$ cat src/rtl/lock_pkg.sv
// Shared definitions for the six-digit lock: key codes, password geometry
// and the judge FSM state encoding.
package lock_pkg;

    localparam int PWD_DIGITS = 6;
    localparam int DIGIT_W    = 4;
    localparam logic [23:0] DEFAULT_PWD = 24'h123456;

    localparam logic [3:0] KEY_CONFIRM = 4'hA;
    localparam logic [3:0] KEY_CLEAR   = 4'hB;
    localparam logic [3:0] KEY_SET     = 4'hC;
    localparam logic [3:0] KEY_LOCK    = 4'hD;

    typedef logic [1:0] state_t;

    localparam state_t ST_ENTRY    = 2'd0;
    localparam state_t ST_JUDGE    = 2'd1;
    localparam state_t ST_UNLOCKED = 2'd2;
    localparam state_t ST_SET      = 2'd3;

    function automatic logic is_digit(input logic [3:0] code);
        return (code <= 4'h9);
    endfunction

endpackage

$ cat src/rtl/password_judge_if.sv
// Keypad / judge bundle between the lock front end and its surroundings.
interface password_judge_if #(
    parameter int DIGITS  = 6,
    parameter int DIGIT_W = 4
);
    localparam int CNT_W = $clog2(DIGITS + 1);

    logic                        key_valid;
    logic [DIGIT_W-1:0]          key_code;
    logic                        lockout;
    logic                        j;
    logic                        correct;
    logic                        unlocked;
    logic                        set_mode;
    logic [CNT_W-1:0]            digit_count;
    logic [DIGITS*DIGIT_W-1:0]   entry_buf;

    modport master (
        output key_valid, key_code, lockout,
        input  j, correct, unlocked, set_mode, digit_count, entry_buf
    );

    modport slave (
        input  key_valid, key_code, lockout,
        output j, correct, unlocked, set_mode, digit_count, entry_buf
    );

endinterface

$ cat src/rtl/entry_buffer.sv
// Digit entry shift register with saturating count; newest digit sits in the
// low nibble. shift_out drops the newest digit (backspace).
module entry_buffer #(
    parameter int DIGITS  = 6,
    parameter int DIGIT_W = 4
) (
    input  logic                              clk,
    input  logic                              rst_n,
    input  logic                              shift_in,
    input  logic                              shift_out,
    input  logic                              clear,
    input  logic [DIGIT_W-1:0]                digit,
    output logic [DIGITS*DIGIT_W-1:0]         entry_buf,
    output logic [$clog2(DIGITS+1)-1:0]       digit_count,
    output logic                              full
);
    localparam int PWD_W = DIGITS * DIGIT_W;
    localparam int CNT_W = $clog2(DIGITS + 1);

    logic [PWD_W-1:0] entry_r;
    logic [CNT_W-1:0] count_r;

    assign full        = (count_r == CNT_W'(DIGITS));
    assign entry_buf   = entry_r;
    assign digit_count = count_r;

    // Buffer update: clear wins, a full buffer ignores further digits.
    always_ff @(posedge clk or negedge rst_n) begin
        if (!rst_n) begin
            entry_r <= {PWD_W{1'b0}};
            count_r <= {CNT_W{1'b0}};
        end else if (clear) begin
            entry_r <= {PWD_W{1'b0}};
            count_r <= {CNT_W{1'b0}};
        end else if (shift_in && !full) begin
            entry_r <= {entry_r[PWD_W-DIGIT_W-1:0], digit};
            count_r <= count_r + CNT_W'(1);
        end else if (shift_out && (count_r != {CNT_W{1'b0}})) begin
            entry_r <= {{DIGIT_W{1'b0}}, entry_r[PWD_W-1:DIGIT_W]};
            count_r <= count_r - CNT_W'(1);
        end else begin
            entry_r <= entry_r;
            count_r <= count_r;
        end
    end

endmodule

$ cat src/rtl/password_judge.sv
// Lock front end: collects keypad digits, judges them against the stored
// password and manages unlock / password-change. Optional macro BACKSPACE_EN
// turns the clear key into a single-digit backspace.
module password_judge #(
    parameter int DIGITS  = lock_pkg::PWD_DIGITS,
    parameter int DIGIT_W = lock_pkg::DIGIT_W,
    parameter logic [DIGITS*DIGIT_W-1:0] DEFAULT_PWD = lock_pkg::DEFAULT_PWD
) (
    input logic              clk,
    input logic              rst_n,
    password_judge_if.slave  bus
);
    import lock_pkg::*;

    localparam int PWD_W = DIGITS * DIGIT_W;
    localparam int CNT_W = $clog2(DIGITS + 1);

    state_t           state_r;
    state_t           state_s;
    logic [PWD_W-1:0] stored_r;
    logic             j_r;
    logic             correct_r;
    logic             unlocked_r;
    logic             set_mode_r;

    logic             shift_in_s;
    logic             shift_out_s;
    logic             clear_s;
    logic             erase_clear_s;
    logic             store_s;
    logic             match_s;
    logic             full_s;
    logic             edit_en_s;
    logic             key_digit_s;
    logic             key_erase_s;
    logic             key_confirm_s;
    logic             key_set_s;
    logic             key_lock_s;
    logic [PWD_W-1:0] entry_s;
    logic [CNT_W-1:0] count_s;

    entry_buffer #(
        .DIGITS  (DIGITS),
        .DIGIT_W (DIGIT_W)
    ) u_entry_buffer (
        .clk         (clk),
        .rst_n       (rst_n),
        .shift_in    (shift_in_s),
        .shift_out   (shift_out_s),
        .clear       (clear_s),
        .digit       (bus.key_code),
        .entry_buf   (entry_s),
        .digit_count (count_s),
        .full        (full_s)
    );

    assign key_digit_s   = bus.key_valid && is_digit(bus.key_code);
    assign key_erase_s   = bus.key_valid && (bus.key_code == KEY_CLEAR);
    assign key_confirm_s = bus.key_valid && (bus.key_code == KEY_CONFIRM);
    assign key_set_s     = bus.key_valid && (bus.key_code == KEY_SET);
    assign key_lock_s    = bus.key_valid && (bus.key_code == KEY_LOCK);

    // Editing keys only count in ENTRY (not locked out) and in SET.
    assign edit_en_s  = ((state_r == ST_ENTRY) && !bus.lockout) || (state_r == ST_SET);
    assign shift_in_s = edit_en_s && key_digit_s;
    assign match_s    = full_s && (entry_s == stored_r);

`ifdef BACKSPACE_EN
    assign shift_out_s   = edit_en_s && key_erase_s;
    assign erase_clear_s = 1'b0;
`else
    assign shift_out_s   = 1'b0;
    assign erase_clear_s = edit_en_s && key_erase_s;
`endif

    // Next-state, buffer-clear and password-store decisions.
    always_comb begin
        state_s = state_r;
        clear_s = erase_clear_s;
        store_s = 1'b0;
        case (state_r)
            ST_ENTRY: begin
                if (bus.lockout) begin
                    clear_s = 1'b1;
                end else if (key_confirm_s) begin
                    state_s = ST_JUDGE;
                end else begin
                    state_s = ST_ENTRY;
                end
            end
            ST_JUDGE: begin
                clear_s = 1'b1;
                if (match_s) begin
                    state_s = ST_UNLOCKED;
                end else begin
                    state_s = ST_ENTRY;
                end
            end
            ST_UNLOCKED: begin
                if (key_lock_s) begin
                    state_s = ST_ENTRY;
                end else if (key_set_s) begin
                    state_s = ST_SET;
                    clear_s = 1'b1;
                end else begin
                    state_s = ST_UNLOCKED;
                end
            end
            ST_SET: begin
                if (key_confirm_s) begin
                    store_s = full_s;
                    clear_s = 1'b1;
                    state_s = ST_UNLOCKED;
                end else if (key_lock_s) begin
                    clear_s = 1'b1;
                    state_s = ST_ENTRY;
                end else begin
                    state_s = ST_SET;
                end
            end
            default: begin
                clear_s = 1'b1;
                state_s = ST_ENTRY;
            end
        endcase
    end

    // State, stored password and registered status outputs.
    always_ff @(posedge clk or negedge rst_n) begin
        if (!rst_n) begin
            state_r    <= ST_ENTRY;
            stored_r   <= DEFAULT_PWD;
            j_r        <= 1'b0;
            correct_r  <= 1'b0;
            unlocked_r <= 1'b0;
            set_mode_r <= 1'b0;
        end else begin
            state_r    <= state_s;
            if (store_s) begin
                stored_r <= entry_s;
            end
            j_r        <= (state_r == ST_JUDGE);
            correct_r  <= (state_r == ST_JUDGE) && match_s;
            unlocked_r <= (state_s == ST_UNLOCKED) || (state_s == ST_SET);
            set_mode_r <= (state_s == ST_SET);
        end
    end

    assign bus.j           = j_r;
    assign bus.correct     = correct_r;
    assign bus.unlocked    = unlocked_r;
    assign bus.set_mode    = set_mode_r;
    assign bus.digit_count = count_s;
    assign bus.entry_buf   = entry_s;

endmodule
$ cat src/flat_wrapper.sv
// flat-port wrapper written by rule: the top's interface ports become plain ports
module password_judge_flat import lock_pkg::*;
#(
    parameter int DIGITS  = lock_pkg::PWD_DIGITS,
    parameter int DIGIT_W = lock_pkg::DIGIT_W,
    parameter logic [DIGITS*DIGIT_W-1:0] DEFAULT_PWD = lock_pkg::DEFAULT_PWD
)
  (clk, rst_n, bus_key_valid, bus_key_code, bus_lockout, bus_j, bus_correct, bus_unlocked, bus_set_mode, bus_digit_count, bus_entry_buf);
  password_judge_if #(.DIGITS(DIGITS), .DIGIT_W(DIGIT_W)) bus_i ();
  input logic clk;
  input logic rst_n;
  input wire logic [$bits(bus_i.key_valid)-1:0] bus_key_valid;
  input wire logic [$bits(bus_i.key_code)-1:0] bus_key_code;
  input wire logic [$bits(bus_i.lockout)-1:0] bus_lockout;
  output wire logic [$bits(bus_i.j)-1:0] bus_j;
  output wire logic [$bits(bus_i.correct)-1:0] bus_correct;
  output wire logic [$bits(bus_i.unlocked)-1:0] bus_unlocked;
  output wire logic [$bits(bus_i.set_mode)-1:0] bus_set_mode;
  output wire logic [$bits(bus_i.digit_count)-1:0] bus_digit_count;
  output wire logic [$bits(bus_i.entry_buf)-1:0] bus_entry_buf;
  assign bus_i.key_valid = bus_key_valid;
  assign bus_i.key_code = bus_key_code;
  assign bus_i.lockout = bus_lockout;
  assign bus_j = bus_i.j;
  assign bus_correct = bus_i.correct;
  assign bus_unlocked = bus_i.unlocked;
  assign bus_set_mode = bus_i.set_mode;
  assign bus_digit_count = bus_i.digit_count;
  assign bus_entry_buf = bus_i.entry_buf;
  password_judge #(.DIGITS(DIGITS), .DIGIT_W(DIGIT_W), .DEFAULT_PWD(DEFAULT_PWD)) u_core (.clk(clk), .rst_n(rst_n), .bus(bus_i));
endmodule
$ cat config.mk
export PLATFORM = sky130hd
export DESIGN_NAME = password_judge_flat
export DESIGN_NICKNAME = d
export VERILOG_FILES = /design/src/rtl/lock_pkg.sv /design/src/rtl/password_judge_if.sv /design/src/rtl/entry_buffer.sv /design/src/rtl/password_judge.sv /design/src/flat_wrapper.sv
export SDC_FILE = /design/constraint.sdc
export NUM_CORES = 1
export LEC_CHECK = 0
export ABC_CLOCK_PERIOD_IN_PS = 2200
export CORE_MARGIN = 8
export CORE_UTILIZATION = 50
export DETAILED_ROUTE_END_ITERATION = 10
export PLACE_DENSITY = 0.78
export SLEW_MARGIN = 40
export SYNTH_ARGS = -nofsm -noshare
export SYNTH_HDL_FRONTEND = slang
export SYNTH_SLANG_ARGS = --single-unit
export TNS_END_PERCENT = 5
$ cat constraint.sdc
create_clock -name clk -period 2.2 [get_ports clk]
set_input_delay 0.33 -clock clk [delete_from_list [all_inputs] [get_ports clk]]
set_output_delay 0.33 -clock clk [all_outputs]
set_load 0.05 [all_outputs]
==> results.md <==
- At the worst endpoint, the required time is 1.87 ns.
- The largest family of logic cells by synthesized area is multiplexers.
- IR analysis of the VDD net gives a maximum drop of 0.435 mV.
- In the synthesized netlist, mux cells make up 19.2% of the area.
- The detailed router's first-iteration violation count is 104.
- The worst setup path is captured at an output pin.
- The sequential cell area fraction in the yosys report is 54.2%.
- The synthesized netlist contains 33 unique library cells.
- The global placement routability congestion is between 0.8 and 0.9.
- The mean cell area of the mapped netlist is roughly 13 um^2.
- The hold buffer count at cts is 0.
- Entering global routing, the biggest net connects 58 pins.
- The critical path is of the flop to output pin type.
- In this run the power density over the cells is around 690 mW/mm^2.
- The remaining max-slew budget at the tightest pin is between 50% and 60%.
- The total number of H-tree levels is 3.
- Pin placement for this block handled 39 I/O pins.
- The first global-routing pass estimated between 8 and 9 mm of wire.
- The signal on the critical path passes through clkdlybuf4s50_1.
- The clock passes through at most 2 buffers.
- The xor/xnor cell area share of the yosys netlist is under 10%.
- The multi-input gate area in the final layout is about 0.0011 mm^2.
- Once detail routing completed, the nets flagged for antenna violations numbered 0.
- The endpoint identified for the worst register-to-register timing path is u_core.stored_r[22].
- Once the floorplan was initialized, standard cells occupied 52.0% of the core.
- The HPWL after detailed placement is roughly 3.8 mm.
- The critical path's largest stage delay is roughly 0.85 ns.
- For this run, the detailed router's first-pass iteration total came to 4.
- Dividing the detail-routed wire length by the instance count gives between 15 and 20 um.
- The synthesized area is between 0.002 and 0.003 mm^2.
- The smallest setup slack after layout is between 0.2 and 0.25 ns.
- The met2 layer wire length in the routed design is ~2.6 mm.
- Setup violations remaining at the end of the flow were counted as 0.
- The via density per instance is 5.07.
- The later pin in the worst-skew pair is clocked with a latency of about 0.33 ns.
- The tightest min-delay check is of the primary input to async pin type.
- The TritonCTS sink count is 57.
- Of the total synthesized cell area, the portion taken by full adders, half adders and majority gates is less than 1%.
- The flip-flop and latch area is 0.00144 mm^2.
- The placed cell area is 0.00317 mm^2.
- The total number of placement rows is 26.
- The cell with the largest stage delay on the worst path is clkdlybuf4s50_1.
- For the finished layout, the period the worst path requires is a little under 2 ns.
- From bottom edge to top edge, the die measures just under 90 um.
- The summed area of non-filler cells in the final layout is approximately 0.0034 mm^2.
- In this run the worst path has a maximum fanout of 5.
- Clock-pin slew was measured on the worst setup and hold paths at 0.06 ns.
- The sum of routed wire segments on met1 is around 2.5 mm.
- At the worst endpoint, the arrival time is around 1.7 ns.
- The post-placement worst setup slack is about 0.062 ns.
- The actual transition at the worst max-transition pin is roughly 0.7 ns.
- The highest clock rate is 506 MHz.
- The leakage power figure is approximately 1.8 nW.
- Setup repair after global routing left no endpoint under its margin.
- After filler insertion, the fill cell instance count of the layout stands at 409.
- After routing, the total negative slack on setup checks comes to 0 ns.
- The hold violation total from the final report is 0.
- Signal routing reaches up to met4.
- The count of max-cap constraint violations is 0.
- Counting flops and latches in the post-synthesis netlist gives 57.
- The number of gates on the worst path with buffers counted is 1.
- The final-report max-slew violation count is 0.
- For this block, the via count after detailed routing is between 1,500 and 2,000.
- The count of cells resized by post-cts repair is 0.
- The worst clock skew is roughly 0.0076 ns.
- The region available for standard cell placement spans 0.00511 mm^2.
- After technology mapping, the gate count stands at 210.
- The buffers inserted during post-CTS setup optimization is 0.
- The number of CTS-inserted buffers is 9.
- The quantity of I/O buffers inserted on ports is 38.
- The most critical setup path has its endpoint at bus_entry_buf[12].
- The synthesized-area fraction occupied by and/or/nand/nor cells is a little over a tenth.
- Summed over all layers, the routed wires come to roughly 5.3 mm.
- The full die area is between 0.007 and 0.008 mm^2.
- For this run the aggregate overflow at the end of global routing stands at 0.
- The register-to-register setup slack is around 0.38 ns.
- The root buffer cell is clkbuf_8.
- For this run, design rule violations remaining after detail routing come to 0.
- The number of antenna violations at the first check in global routing came to 0.
- The cell family contributing the most delay on the critical path is buffers and inverters.
- The layout cell share with drive strength beyond 1 is between 20% and 30%.
- The number of global-route vias before repair is approximately 1,800.
- The critical path startpoint is u_core.u_entry_buffer.entry_buf[12].
- The floorplan step set the die width to between 80 and 90 um.
- The number of cells on the worst reg-to-reg path is 6.
- Compared with the post-synthesis result, the final layout area differs by 27.3%.
- The flow ran to the end, and the final reports show no timing, DRC or antenna violations.
- STA classifies the critical path startpoint as a flop.
- Counting every net in the synthesized netlist gives 220.
- During synthesis, Yosys emitted a total of 0 warnings.
- After layout, the worst path uses between 80% and 90% of the clock period.
- In this run the critical register-to-register path is launched from u_core.u_entry_buffer.digit_count[0].
- Together, buffers and inverters on the worst path number 1.
- The global-route total usage across every layer is 14.9%.
- The antenna diode count is 0.
- Summing the areas of all compound-gate instances in the mapped netlist gives between 3 and 4% of the synthesized area.
- After detailed routing, the met3 layer carries approximately 220 um of wire.
- The number of nets in the finished design is 273.
- TritonCTS built the clock tree.
==> synthesized netlist by cell type <==
cell       number  area [um^2]
dfrtp_1        48         1200
nor2_1         28          105
mux2i_1        24          240
xor2_1         24          210
mux2_2         22          248
dfstp_2         9          236
o21ai_0         7         35.0
buf_6           5         56.3
nand2_1         5         18.8
nor4_1          5         31.3
inv_1           4         15.0
a21oi_1         3         15.0
buf_4           3         22.5
ha_1            2         25.0
mux2_1          2         22.5
nor3_1          2         10.0
a211o_1         1         8.76
a21o_1          1         7.51
and2_1          1         6.26
and4b_1         1         10.0
nand3_1         1         5.00
nand3b_1        1         7.51
nand4_1         1         6.26
nand4b_4        1         23.8
nor2b_1         1         6.26
nor3b_1         1         7.51
nor4b_4         1         23.8
o2111ai_1       1         8.76
o211a_1         1         10.0
or2_2           1         6.26
or3_1           1         6.26
or3b_1          1         8.76
xnor2_1         1         8.76
==> flip-flops by register name, indices dropped and copies added (netlist names) <==
name,flops
u_core.bus.correct,1
u_core.bus.j,1
u_core.bus.set_mode,1
u_core.bus.unlocked,1
u_core.state_r,2
u_core.stored_r,24
u_core.u_entry_buffer.digit_count,3
u_core.u_entry_buffer.entry_buf,24
==> metal layers <==
metal / vias up / global-route usage, %
li1: 832 / -
met1: 850 / 18.6
met2: 25 / 22.9
met3: 5 / 4.46
met4: 0 / 7.37
met5: - / 0
==> area by class of cell <==
| class | instances | share of cell area, % |
|---|---|---|
| Sequential cell | 57 | 42.6 |
| Inverter | 4 | 0.444 |
| Clock buffer | 14 | 5.11 |
| Timing Repair Buffer | 50 | 14.5 |
| Tap cell | 70 | 2.59 |
| Multi-Input combinational cell | 141 | 33.7 |
| Clock inverter | 2 | 1.04 |
==> logic make-up after synthesis <==
kind of cell               Yosys count
adders and majority gates            2
buffers and inverters               12
AOI/OAI and AO/OA                   14
DFF                                 57
xor gates and xnor gates            25
and+or+nand+nor                     52
muxes                               48
==> cells in the final DEF, fill, tap and decap left out, types with 2 or more instances in the layout <==
cell              n
a21oi_1           3
buf_12            2
buf_4            10
clkbuf_1          2
clkbuf_8         12
clkdlybuf4s50_1  37
dfrtp_1          48
dfstp_2           9
ha_1              2
inv_1             4
mux2_1            2
mux2_2           22
mux2i_1          24
nand2_1           5
nor2_1           28
nor3_1            2
nor4_1            5
o21ai_0           7
xor2_1           24
==> per-stage QoR <==
step / instances / hold slack (ns) / util [%] / power (mW)
CTS: 338 / 0.153 / 66.1 / 2.37
global placement: 322 / 0.489 / 62.1 / 1.36
detailed placement: 322 / 0.500 / 62.1 / 1.36
floorplan: 210 / 0.0344 / - / 1.26
global route: 338 / 0.183 / 66.1 / 2.44
finish: 338 / 0.132 / 66.1 / 2.34
==> how the worst min path moves through the flow <==
| stage | start | end | slack, ns | depth (start not counted) |
|---|---|---|---|---|
| finish | rst_n | u_core.u_entry_buffer.entry_buf[2] | 0.13 | 2 |
| global route | rst_n | u_core.u_entry_buffer.entry_buf[8] | 0.18 | 2 |
| CTS | rst_n | u_core.stored_r[9] | 0.15 | 2 |
| detailed placement | u_core.stored_r[23] | u_core.stored_r[23] | 0.50 | 1 |
| global placement | u_core.stored_r[7] | u_core.stored_r[7] | 0.49 | 1 |
| floorplan | rst_n | u_core.bus.correct | 0.03 | 0 |
==> report_power, final <==
group | leakage, nW | internal (mW) | switching (mW)
registers | 0.761 | 1.06 | 0.0141
clock network | 0.107 | 0.615 | 0.389
logic | 0.958 | 0.0982 | 0.162
total | 1.83 | 1.78 | 0.565
==> worst reg2reg max path, stage by stage, from the launching register on <==
cell and delay (ns):
dfrtp_1 0.40, inv_1 0.10, ha_1 0.16, nand2_1 0.17, nor4b_4 0.30, buf_12 0.22, mux2_2 0.36
No activity file was read; power rests on OpenSTA's default activity.
==> RTL edit 1 (config.mk and constraints unchanged) <==
Build with the macro `BACKSPACE_EN` defined.
--- a/src/rtl/password_judge.sv
+++ b/src/rtl/password_judge.sv
@@ -1,6 +1,8 @@
 // Lock front end: collects keypad digits, judges them against the stored
 // password and manages unlock / password-change. Optional macro BACKSPACE_EN
 // turns the clear key into a single-digit backspace.
+`define BACKSPACE_EN
+
 module password_judge #(
     parameter int DIGITS  = lock_pkg::PWD_DIGITS,
     parameter int DIGIT_W = lock_pkg::DIGIT_W,
Function: changed (Yosys sat finds a counterexample within 4 cycles, from zero or initial values and one cycle with rst_n low).
==> RTL edit 1 against the original RTL <==
Wire length grew 14%. Design area grew 3.9%. Clock skew is essentially flat. Sequential share of layout area shrank 1.5 points. Sequential cell count is the same. Non-clock buffer count grew 5. Power grew 1.6%. Setup slack lost 0.045 ns. Utilization shrank 1.2 points. Area after synthesis grew 4.0%. First-iteration DRC count grew 46%. Maximum frequency shrank 2.2%. Critical path type is now in2reg. Largest power group unchanged.
==> RTL edit 1: results (changes against the original RTL) <==
stage	metric	value	unit	change
status	status	finished, final reports clean		unchanged
pwr	cellPowerDensity	678	nW/um2	was 694 nW/um2
setup_path	worst-path-max-fanout	25		was 5
drt	drt_iter0_markers	152		was 104
grt	grt_pass1_wl	10.2	mm	was 8.75 mm
place	pre_cts_slack	-0.142	ns	was 0.0625 ns
setup_path	reg2reg_depth	5		was 6
place	placed_area	3300	um2	was 3170 um2
setup_path	endpoint	u_core.u_entry_buffer.entry_buf[23]		was bus_entry_buf[12]
timing	fin_skew	0.00793	ns	was 0.00758 ns
setup_path	rr_startpoint	u_core.state_r[0]		was u_core.u_entry_buffer.digit_count[0]
layout	layout-drive-gt1-share	0.251		was 0.231
yosys	muxShareOfSynthArea	0.174		was 0.192
timing	fin_crit	2.02	ns	was 1.98 ns
setup_path	r2r_slack	0.22	ns	was 0.38 ns
yosys	synth_adder_area_share	0.00725		was 0.00943
layout	stdcell_count	351		was 338
layout	fill_cells	441		was 409
pwr	p_leak	1.65	nW	was 1.83 nW
place	dpl.cell_count	335		was 322
pwr	power_frac_comb	0.119		was 0.111
timing	hold-worst-slack	0.126	ns	was 0.132 ns
place	dp.final_hpwl	4.12	mm	was 3.79 mm
yosys	synth.yosys.seq_area_share	0.521		was 0.542
pwr	peakVddDrop	0.000406	V	was 0.000435 V
yosys	synth_compound_area_frac	0.115		was 0.0321
place	gp_congestion	0.914		was 0.835
drt	via_per_inst	5.52		was 5.07
drt	wirelength	6.10	mm	was 5.33 mm
yosys	avgSynthCellArea	12.6	um2	about the same
yosys	synth_xor_area_frac	0.0793		was 0.0825
grt	track_usage	0.156		was 0.149
setup_path	critPathMaxStageDelay	0.56	ns	was 0.85 ns
pwr	intPower	0.00178	W	about the same
yosys	synth_nets	228		was 220
yosys	ys_types	39		was 33
grt	grt_pass1_vias	1934		was 1755
==> RTL edit 1: cell count changes after synthesis, sizes merged, moves of 4 or more <==
cell,delta
nor2,-25
o2bb2ai,+21
xnor2,+18
xor2,-18
a22o,+4
==> RTL edit 1: cell families after synthesis <==
family,count (synthesis)
AND/OR/NAND/NOR,36
multiplexers,45
adder cells (fa/ha/maj),1
buffers and inverters,15
AO/OA/AOI/OAI,40
flip-flops,57
XOR/XNOR,25
==> RTL edit 1: cell type report <==
type / count / area [um2] / area share
inverters: 4 / 15.0 / 0.00428
well taps: 72 / 90.1 / 0.0257
flip-flops and latches: 57 / 1440 / 0.411
clock inverters: 2 / 35.0 / 0.00998
clock buffers: 14 / 173 / 0.0492
repair buffers: 55 / 515 / 0.147
multi-input cells: 147 / 1240 / 0.353
==> RTL edit 1: layer usage <==
layer	routed length, um	global-route usage	vias to the layer above
met4	76	0.0666	0
li1	-	-	915
met2	2950	0.244	52
met5	0	0	-
met1	2820	0.198	962
met3	252	0.0416	8
==> RTL edit 2 (same flow settings) <==
Without the edit above. Reset style: synchronous (`rst_n`), changed in 2 clocked blocks.
--- a/src/rtl/entry_buffer.sv
+++ b/src/rtl/entry_buffer.sv
@@ -25,7 +25,7 @@
     assign digit_count = count_r;
 
     // Buffer update: clear wins, a full buffer ignores further digits.
-    always_ff @(posedge clk or negedge rst_n) begin
+    always_ff @(posedge clk) begin
         if (!rst_n) begin
             entry_r <= {PWD_W{1'b0}};
             count_r <= {CNT_W{1'b0}};
--- a/src/rtl/password_judge.sv
+++ b/src/rtl/password_judge.sv
@@ -126,7 +126,7 @@
     end
 
     // State, stored password and registered status outputs.
-    always_ff @(posedge clk or negedge rst_n) begin
+    always_ff @(posedge clk) begin
         if (!rst_n) begin
             state_r    <= ST_ENTRY;
             stored_r   <= DEFAULT_PWD;
Formal check against the unedited RTL: differs if rst_n is asserted again (counterexample within 4 cycles, from zero or initial values and one cycle with rst_n low); with rst_n held inactive, the same outputs for 10 cycles.
==> RTL edit 2 against the original RTL <==
Setup slack lost 0.031 ns. Via count grew 5.8%. Wire length shrank 5.3%. Largest cell class is now multi-input combinational cells. Highest routed layer unchanged. Hold slack gained 0.37 ns. Design area shrank 4.6%. Area after synthesis shrank 7.3%. Clock skew grew 0.0016 ns. First-iteration DRC count grew 3.8%. Sequential cell count is the same.
Power is not compared: it rests on default switching activity, and its combinational part moved more than twofold at a synthesized area within 25%.
==> RTL edit 2: results (changes against the original RTL) <==
stage	metric	value	unit	change
pwr	finalPower	0.00211	W	
yosys	synth_common_cells	dfxtp_1 (57), mux2i_1 (48), nor2_1 (31), xnor2_1 (21), nor2b_1 (15)		was dfrtp_1 (48), nor2_1 (28), mux2i_1 (24), xor2_1 (24), mux2_2 (22)
layout	diodes	0		unchanged
drt	dr.max_layer_used	met4		unchanged
drt	drt_iter0_markers	108		was 104
clocking	clk_pin_slew	0.07	ns	
clocking	clock_latency	0.33	ns	about the same
drt	wl_met2	2.27	mm	was 2.57 mm
drt	met3_length	171	um	was 218 um
grt	track_usage	0.144		was 0.149
drt	wirelength	5.05	mm	was 5.33 mm
yosys	synth_nets	251		was 220
grt	grt_max_degree	25		was 58
grt	met1_usage	0.183		was 0.186
clocking	numCtsBuffers	9		unchanged
grt	grt_pass1_wl	8.40	mm	was 8.75 mm
timing	finalSetupViolCount	0		unchanged
grt	met2_usage	0.215		was 0.229
setup_path	worst-path-max-fanout	3		was 5
grt	grt_use_met3	0.0334		was 0.0446
yosys	synth.yosys.seq_area_share	0.464		was 0.542
setup_path	cp.arrival	2.28	ns	was 1.65 ns
drt	drt-met1-wl	2.51	mm	was 2.46 mm
worst_hold_path	hp-class	reg2reg		was in2async
clocking	cts-root-buf	clkbuf_8		unchanged
pwr	p_leak	1.25	nW	
layout	layout-drive-gt1-share	0.121		was 0.231
drt	vias	1811		was 1712
drt	drtPass1Iterations	6		was 4
clocking	post_cts_buffers	0		unchanged
clocking	ctsLongestPathBuffers	2		unchanged
place	gp_congestion	0.844		was 0.835
clocking	post_cts_resized	0		unchanged
yosys	synthFlopType	dfxtp_1		was dfrtp_1
setup_path	r2r_slack	0.19	ns	was 0.38 ns
timing	fin_skew	0.00921	ns	was 0.00758 ns
yosys	synthTopCellsByArea	dfxtp_1 (46%), mux2i_1 (20%), xnor2_1 (7.5%), nor2_1 (4.7%), nor2b_1 (3.8%)		was dfrtp_1 (45%), mux2_2 (9.3%), mux2i_1 (9.1%), dfstp_2 (8.9%), xor2_1 (7.9%)
layout	fin_nets	304		was 273
place	dp.final_hpwl	3.55	mm	was 3.79 mm
place	placed_area	3030	um2	was 3170 um2
timing	hold_viol	0		unchanged
yosys	async_flop_share	0		was 1.00
timing	worst_pin_slew	0.575	ns	was 0.700 ns
status	status	finished, final reports clean		unchanged
yosys	ys_types	32		was 33
grt	grt_pass1_vias	1774		was 1755
RTL edit 2: layout make-up:
cell class                      instances  area [um2]
Inverter                                3        11.3
Clock buffer                           12         155
Timing Repair Buffer                   53         531
Tap cell                               67        83.8
Fill cell                             374        1500
Clock inverter                          3        40.0
Sequential cell                        57        1140
Multi-Input combinational cell        170        1260
RTL edit 2: critical path, cell delays in order, from the launching register on:
cell and delay, ns:
dfxtp_1 0.32, inv_1 0.08, ha_1 0.15, nand2_1 0.08
or4b_1 0.51, nor4_1 0.46, a31o_2 0.26, and2_1 0.11
RTL edit 2: per-stage QoR:
step	utilization	setup TNS (ns)	instances	setup slack [ns]	hold slack [ns]
6_report	0.683	0	365	0.191	0.500
5_1_grt	0.683	0	365	0.00782	0.510
4_1_cts	0.683	0	365	0.204	0.499
3_5_place_dp	0.641	-0.00412	350	-0.00412	0.483
3_3_place_gp	0.641	0	350	0.0397	0.473
2_1_floorplan	-	0	241	0.0522	0.462
RTL edit 2: final timing paths:
check,to,start,cells after the start
worst max-delay path,u_core.bus.set_mode,u_core.u_entry_buffer.digit_count[0],7
worst min-delay path,u_core.stored_r[6],u_core.stored_r[6],2
worst max register to register,u_core.bus.set_mode,u_core.u_entry_buffer.digit_count[0],7
worst min register to register,u_core.stored_r[6],u_core.stored_r[6],2
RTL edit 2: where the power goes:
group | total (W) | internal [W] | switching (W)
Sequential | 0.00104 | 0.00103 | 0.00000297
Combinational | 0.000113 | 0.0000555 | 0.0000574
Clock | 0.000964 | 0.000575 | 0.000389
Total | 0.00211 | 0.00166 | 0.000449
RTL edit 2: cell families after synthesis:
logic type	share of synthesized area
and+or+nand+nor	0.178
AOI/OAI and AO/OA	0.0305
DFF	0.464
buffers and inverters	0.0300
adders and majority gates	0.0102
xor gates and xnor gates	0.0926
muxes	0.195
